<file path="src/rtl/time_entry.sv">
// Keypad time-entry FSM: collects HH:MM digits, validates them,
// and holds a load request for the time-keeping block.
module time_entry #(
  parameter logic [26:0] TIMEOUT  = 27'd100000000,
  parameter logic [26:0] SET_HOLD = 27'd110000000
) (
  input  logic       clk,
  input  logic       rst,
  input  logic       key_valid,
  input  logic [3:0] key_code,
  input  logic [5:0] cur_hour,
  input  logic [5:0] cur_minute,
  output logic [5:0] key_hour,
  output logic [5:0] key_minute,
  output logic       set_time,
  output logic       busy,
  output logic       err,
  output logic [2:0] digit_cnt
);

  typedef enum logic [2:0] {
    IDLE,
    H1,
    M10,
    M1,
    CHECK,
    SET
  } state_e;

  localparam logic [3:0] SKIP   = 4'hA;
  localparam logic [3:0] CANCEL = 4'hB;

  state_e          state_q, state_d;
  logic            kv_q, kv_d;
  logic [3:0]      kc_q, kc_d;
  logic [3:0][3:0] slot_q, slot_d;
  logic [2:0]      cnt_q, cnt_d;
  logic [26:0]     tmo_q, tmo_d;
  logic [26:0]     hold_q, hold_d;
  logic [5:0]      kh_q, kh_d;
  logic [5:0]      km_q, km_d;
  logic            err_q, err_d;

  logic       key_acc;
  logic       key_can;
  logic [6:0] ch, cm;
  logic [6:0] ht, hu, mt, mu;
  logic [6:0] hour, minute;
  logic       entry_ok;

  assign key_acc = kv_q && (kc_q <= SKIP);
  assign key_can = kv_q && (kc_q == CANCEL);

  // Skipped slots take the matching digit of the live time.
  always_comb begin
    ch = {1'b0, cur_hour};
    cm = {1'b0, cur_minute};
    ht = (slot_q[0] == SKIP) ? ch / 7'd10 : {3'b000, slot_q[0]};
    hu = (slot_q[1] == SKIP) ? ch % 7'd10 : {3'b000, slot_q[1]};
    mt = (slot_q[2] == SKIP) ? cm / 7'd10 : {3'b000, slot_q[2]};
    mu = (slot_q[3] == SKIP) ? cm % 7'd10 : {3'b000, slot_q[3]};
    hour     = ht * 7'd10 + hu;
    minute   = mt * 7'd10 + mu;
    entry_ok = (hour <= 7'd23) && (minute <= 7'd59);
  end

  always_comb begin
    state_d = state_q;
    kv_d    = key_valid;
    kc_d    = key_code;
    slot_d  = slot_q;
    cnt_d   = cnt_q;
    tmo_d   = tmo_q;
    hold_d  = hold_q;
    kh_d    = kh_q;
    km_d    = km_q;
    err_d   = err_q;
    unique case (state_q)
      IDLE: begin
        if (key_acc) begin
          slot_d[0] = kc_q;
          err_d     = 1'b0;
          cnt_d     = 3'd1;
          tmo_d     = '0;
          state_d   = H1;
        end
      end
      H1, M10, M1: begin
        if (key_can) begin
          slot_d  = '0;
          cnt_d   = 3'd0;
          tmo_d   = '0;
          state_d = IDLE;
        end else if (key_acc) begin
          slot_d[cnt_q[1:0]] = kc_q;
          cnt_d = cnt_q + 3'd1;
          tmo_d = '0;
          unique case (1'b1)
            state_q == H1:  state_d = M10;
            state_q == M10: state_d = M1;
            default:        state_d = CHECK;
          endcase
        end else if (tmo_q == TIMEOUT - 27'd1) begin
          slot_d  = '0;
          cnt_d   = 3'd0;
          tmo_d   = '0;
          err_d   = 1'b0;
          state_d = IDLE;
        end else begin
          tmo_d = tmo_q + 27'd1;
        end
      end
      CHECK: begin
        if (entry_ok) begin
          kh_d    = hour[5:0];
          km_d    = minute[5:0];
          hold_d  = '0;
          state_d = SET;
        end else begin
          err_d   = 1'b1;
          slot_d  = '0;
          cnt_d   = 3'd0;
          state_d = IDLE;
        end
      end
      SET: begin
        if (hold_q == SET_HOLD - 27'd1) begin
          hold_d  = '0;
          slot_d  = '0;
          cnt_d   = 3'd0;
          state_d = IDLE;
        end else begin
          hold_d = hold_q + 27'd1;
        end
      end
      default: begin
        slot_d  = '0;
        cnt_d   = 3'd0;
        state_d = IDLE;
      end
    endcase
  end

  always_ff @(posedge clk or negedge rst) begin
    if (!rst) begin
      state_q <= IDLE;
      kv_q    <= 1'b0;
      kc_q    <= 4'h0;
      slot_q  <= '0;
      cnt_q   <= 3'd0;
      tmo_q   <= '0;
      hold_q  <= '0;
      kh_q    <= 6'd0;
      km_q    <= 6'd0;
      err_q   <= 1'b0;
    end else begin
      state_q <= state_d;
      kv_q    <= kv_d;
      kc_q    <= kc_d;
      slot_q  <= slot_d;
      cnt_q   <= cnt_d;
      tmo_q   <= tmo_d;
      hold_q  <= hold_d;
      kh_q    <= kh_d;
      km_q    <= km_d;
      err_q   <= err_d;
    end
  end

  assign key_hour   = kh_q;
  assign key_minute = km_q;
  assign set_time   = (state_q == SET);
  assign busy       = (state_q != IDLE);
  assign err        = err_q;
  assign digit_cnt  = cnt_q;

endmodule

</file>
<file path="config.mk">
export PLATFORM = sky130hd
export DESIGN_NAME = time_entry
export DESIGN_NICKNAME = d
export VERILOG_FILES = /design/src/rtl/time_entry.sv
export SDC_FILE = /design/constraint.sdc
export NUM_CORES = 1
export LEC_CHECK = 0
export ABC_AREA = 1
export BUFFER_PORTS_ARGS = -buffer_cell sky130_fd_sc_hd__buf_4
export CORE_MARGIN = 1
export CORE_UTILIZATION = 45
export CTS_BUF_LIST = sky130_fd_sc_hd__clkbuf_4 sky130_fd_sc_hd__clkbuf_8
export CTS_CLUSTER_SIZE = 30
export DETAILED_ROUTE_END_ITERATION = 12
export PLACE_DENSITY = 0.66
export SYNTH_ARGS = -nofsm -noshare
export SYNTH_HDL_FRONTEND = slang
export SYNTH_SLANG_ARGS = --single-unit
</file>
<file path="constraint.sdc">
create_clock -name clk -period 9.45 [get_ports clk]
set_input_delay 0.4725 -clock clk [delete_from_list [all_inputs] [get_ports clk]]
set_output_delay 0.4725 -clock clk [all_outputs]
set_load 0.005 [all_outputs]
</file>
; Yosys cells after proc, flatten, opt, wreduce, memory -nomap -nowiden
; Index checks and enable logic that the tools add are counted.
[word_totals]
ff_bits = 94
inputBits = 19
out_inout_bits = 18
word_cells = 108
[op_classes]
add_sub_neg = 5
n_mul = 2
n_div = 4
n_lt_le_gt_ge = 5
n_eq_ne = 20
muxes = 41
n_bitwise = 1
n_reduce_logical = 17
[op_table]
columns = op, count
row1 = $mux W27, 6
row2 = $pmux W27 S2, 2
row3 = $mux W16, 5
row4 = $add A27 B1 Y27 const B, 2
row5 = $eq A27 B27 Y1 const B, 2
row6 = $pmux W12 S4, 1
row7 = $mux W7, 4
row8 = $mux W3, 9
row9 = $pmux W3 S4, 2
row10 = $eq A4 B4 Y1 const B, 5
row11 = $bwmux W16, 1
row12 = $pmux W4 S4, 1
row13 = $add A7 B7 Y7, 2
row14 = $div A6 B4 Y7 const B, 2
row15 = $mod A6 B4 Y7 const B, 2
row16 = $mul A7 B3 Y6 const B, 2
row17 = $ne A2 B2 Y1 const B, 6
row18 = $demux W4 S2, 1
row19 = $mux W4, 2
row20 = $reduce_and A4 Y1, 2
row21 = $le A7 B5 Y1 const B, 1
row22 = $le A7 B6 Y1 const B, 1
row23 = $eq A3 B2 Y1 const B, 2
row24 = $eq A3 B3 Y1 const B, 2
row25 = 19 further kinds, 30

; Depth between registers and ports, before layout
[logic_depth]
depth_word = 8
ltp_mapped = 35
depth_no_buf = 33

; Worst setup path before layout
; OpenSTA, ideal clock, no wires.
[synth_timing]
path_type = input to register
startpoint = in cur_minute[4]
endpoint = reg hold_q[11]
setup_time_ns = 0.140
arrival_ns = 4.454
slack_ns = 4.856
path_stages = 31
path_buffers = 2
cell_sequence = inv_1 > ha_1 > nor2_1 > inv_2 > nand3_2 > nor2_1 > a21oi_1 > nand3_1 > nand2_1 > inv_1 > ha_1 > inv_1 > nand3_1 > nand3_1 > inv_1 > o21bai_1 > ha_1 > ha_1 > inv_1 > fa_1 > inv_1 > ha_1 > a21oi_1 > xor2_1 > nand4_1 > nand2_1 > nand3_2 > buf_6 > nand2_2 > buf_6 > o22ai_2
[synth_via]
elab_chain_len = 8
elab_cells_between_ends = 10
cone_classes = add/sub: 1 / mul: 1 / div: 2 / order compare: 1 / eq/ne: 1 / mux: 2 / reduce/logical: 2
[synth_lines]
columns = element, line
row1 = from (decl), 12  ; input logic [5:0] cur_minute,
row2 = $div A6 B4 Y7, 60  ; mt = (slot_q[2] == SKIP) ? cm / 7'd10 : {3'b000, slot_q[2]};
row3 = $mux W7, 60
row4 = $mul A7 B3 Y6, 63  ; minute = mt * 7'd10 + mu;
row5 = $add A7 B7 Y7 (*), 63
row6 = $le A7 B6 Y1 (*), 64  ; entry_ok = (hour <= 7'd23) && (minute <= 7'd59);
row7 = $logic_and A1 B1 Y1 (*), 64
row8 = $ne A2 B2 Y1 (no source line) (*), n/a
row9 = $reduce_and A2 Y1 (no source line) (*), n/a
row10 = to (signal assigned), 163  ; hold_q <= hold_d;
row11 = to (decl), 39  ; logic [26:0] hold_q, hold_d;
; Mark *: on every way between the ends. The rest lies on a longest branch, timed or not.
; A chain may end at the register's enable or synchronous reset.

; Worst setup path after layout
[layout_timing]
startpoint = in cur_minute[4]
endpoint = reg hold_q[1]
; Same word-level chain as after synthesis.

==> results.toml <==
[critical_path]
path_buf_inv = 8
critPathMostFrequentCell = "inv_1"
critical_path.startpoint_type = "primary input"
critPathKind = "in2reg"
cp_max_fo = 38
worstPathArrival_ps = 6020
r2r_start = "slot_q[10]"
slowest_stage = "nand2_2"
crit_family = "simple AND/OR/NAND/NOR gates"
crit_start = "cur_minute[4]"
worstPathRequired_ps = 9680
cp-end-kind = "flip-flop"
cp_slowest_stage_delay_ps = 810

[die]
die_y_um = 120.1
initial_core_util_pct = 46.85
num_rows = 42
design.die.area_um2 = 14430
top_level_ports = 37
core_um2 = 13400
die_w_um = 120.1

[timing]
worstMarginPinSlew_ps = 832.9
max_slew_margin_pct = 43.96
slew_violations = 0
rsz0062_at_grt = "false"
post-route-min-period_ps = 5785
hold_viol = 0
timing.setup.tns_ps = 0
fmax_mhz = 172.8
final-setup-viol-count = 0
period_share_pct = 61.22
fin_skew_ps = 7.895

[cells_and_area]
drive_gt1_share_pct = 12.03
final_cell_mix = "nand2_1, inv_1, dfrtp_1, nand3_1, nor2_1"
fill_cells = 1292
fin_util_pct = 51.43
syn_to_final_growth_pct = 9.765
n_antenna_cell = 0
fin_nets = 894
final_common_cell = "nand2_1"

[clock_tree]
cts_resized = 0
cts_tree = "yes"
cts_made_buffers = 9
post_cts_buffers = 0
clk_latency_ps = 370
cts_sinks = 94
cts-htree-levels = 3
cts_hold_buf = 0
clk_path_buf_depth = 2
path_clk_slew_ps = 100
cts_root_buffer = "clkbuf_8"

[route]
viasPerCell = 5.158
dr.pass1.iters = 5
post-route-drc-count = 0
wirelength_um = 13470
ant_nets = 0
post_drt_wl_per_cell_um = 13.15
route.vias.total = 5282
drt_iter0_drc = 312

[synth]
synth_seq_cells = 94
ys_seq_area_share_pct = 37.47
synth_cell_type_count = 51
syn-num-nets = 855
yosysWarnings = 0
synth_edf_count = 0
netlist_instances = 805
syn-cell-area_um2 = 6279
ys.flop_type = "dfrtp_1"
avgSynthCellArea_um2 = 7.799
synthArstFlopShare_pct = 100.0

[global_route]
track_usage_pct = 20.36
grt_first_pass_wirelength_um = 23730
grt_overflow = 0
grt_start_max_net_pins = 63
grt_pass1_vias = 5088
grt_antenna_before_repair = 0

[pwr]
swShare_pct = 27.30
powerDensity_nw_per_um2 = 104.4
p_sw_uw = 196.4
peakVddDrop_mv = 0.07833
p_leak_nw = 3.237
fin_total_pwr_uw = 719.3
clock_power_share_pct = 35.1
pwr-share-seq_pct = 56.3
pwr-share-comb_pct = 8.6
intPower_uw = 522.9

[place]
io_buffers = 36
dpl.hpwl_um = 10060
gp_congestion = 0.8674

[flow_run]
cap_violations = 0

[outcome]
outcome = "completed"

[hold_path]
min_path_type = "in2async"
power by group through the flow:
| stage | clock [mW] | combinational (mW) | sequential, mW |
|---|---|---|---|
| 2_1_floorplan | 0 | 0.0381 | 0.412 |
| 3_3_place_gp | 0 | 0.0617 | 0.413 |
| 3_5_place_dp | 0 | 0.0624 | 0.413 |
| 4_1_cts | 0.265 | 0.0625 | 0.405 |
| 5_1_grt | 0.279 | 0.0715 | 0.405 |
| 6_report | 0.252 | 0.0619 | 0.405 |
per-stage QoR:
step	hold slack [ps]	std cells	setup WS, ps	area, um2
final	37.57	1024	3665	6892
after CTS	39.14	1024	3689	6892
after global routing	44.54	1024	3064	6892
after detailed placement	446.4	1009	3311	6713
after floorplan	176.9	805	4856	6279
after global placement	443.9	1009	3481	6713
sequential cells by signal, indices dropped and copies added, names as in the netlist:
signal	flops
err	1
kc_q	4
key_minute	6
tmo_q	27
digit_cnt	3
key_hour	6
kv_q	1
state_q	3
hold_q	27
slot_q	16
cells in the mapped netlist (all sizes together), types with 4 or more instances:
cell | number | area share (%)
a21oi | 29 | 2.7
buf | 6 | 0.96
clkbuf | 5 | 0.30
dfrtp | 94 | 37
fa | 4 | 1.3
ha | 27 | 5.4
inv | 135 | 8.1
nand2 | 165 | 10
nand3 | 60 | 5.2
nand3b | 5 | 0.60
nand4 | 26 | 2.6
nor2 | 58 | 3.6
nor3 | 29 | 2.4
nor4 | 13 | 1.3
o21ai | 57 | 5.0
o22ai | 22 | 3.6
xnor2 | 6 | 0.84
xor2 | 28 | 4.1
per-layer routing:
layer	vias up	track usage (%)	share of wire, %	routed length [um]
met5	-	0	0	0
met2	81	32.94	45	6017
met4	0	4.609	0.84	113
met3	11	3.707	3.3	449
li1	2749	-	-	-
met1	2441	28.22	51	6889
worst register-to-register path, cell delays in order (launching register included):
cell and delay, ps:
dfrtp_1 420, nand3b_1 190, nor2_1 130, inv_1 70
o21ai_0 360, inv_1 120, ha_1 300, ha_1 140
inv_1 40, fa_1 470, inv_1 40, ha_1 310
a21oi_1 180, xor2_1 190, nand4_1 110, nand2_1 90
nand3_2 560, nand2_2 820, o21ai_0 170
final timing paths:
kind / end / slack, ps / cells past startpoint
setup reg to reg: hold_q[1] / 4600 / 18
min in group clk: kc_q[2] / 200 / 1
hold reg to reg: slot_q[5] / 480 / 2
setup / recovery: hold_q[1] / 3660 / 30
hold / removal: key_minute[0] / 40 / 1
max in group asynchronous: tmo_q[14] / 8270 / 2
cell type report:
cell class / count / area (um2) / area share (%)
clock inverter: 6 / 55.05 / 0.7988
clock buffer: 9 / 123.9 / 1.797
inverter: 136 / 510.5 / 7.407
multi-input combinational: 564 / 3337 / 48.42
sequential: 94 / 2352 / 34.13
tap: 176 / 220.2 / 3.195
timing repair buffer: 39 / 292.8 / 4.248
kinds of logic (layout without fill, tap and decap cells):
kind of cell | Yosys count | count (layout) | share of synthesized area (%)
adder cells (fa/ha/maj) | 31 | 31 | 6.656
flip-flops | 94 | 94 | 37.47
buffers and inverters | 147 | 190 | 9.386
AND/OR/NAND/NOR | 365 | 365 | 26.82
XOR/XNOR | 34 | 34 | 4.982
AO/OA/AOI/OAI | 134 | 134 | 14.69
(Power assumes the default switching activity.)
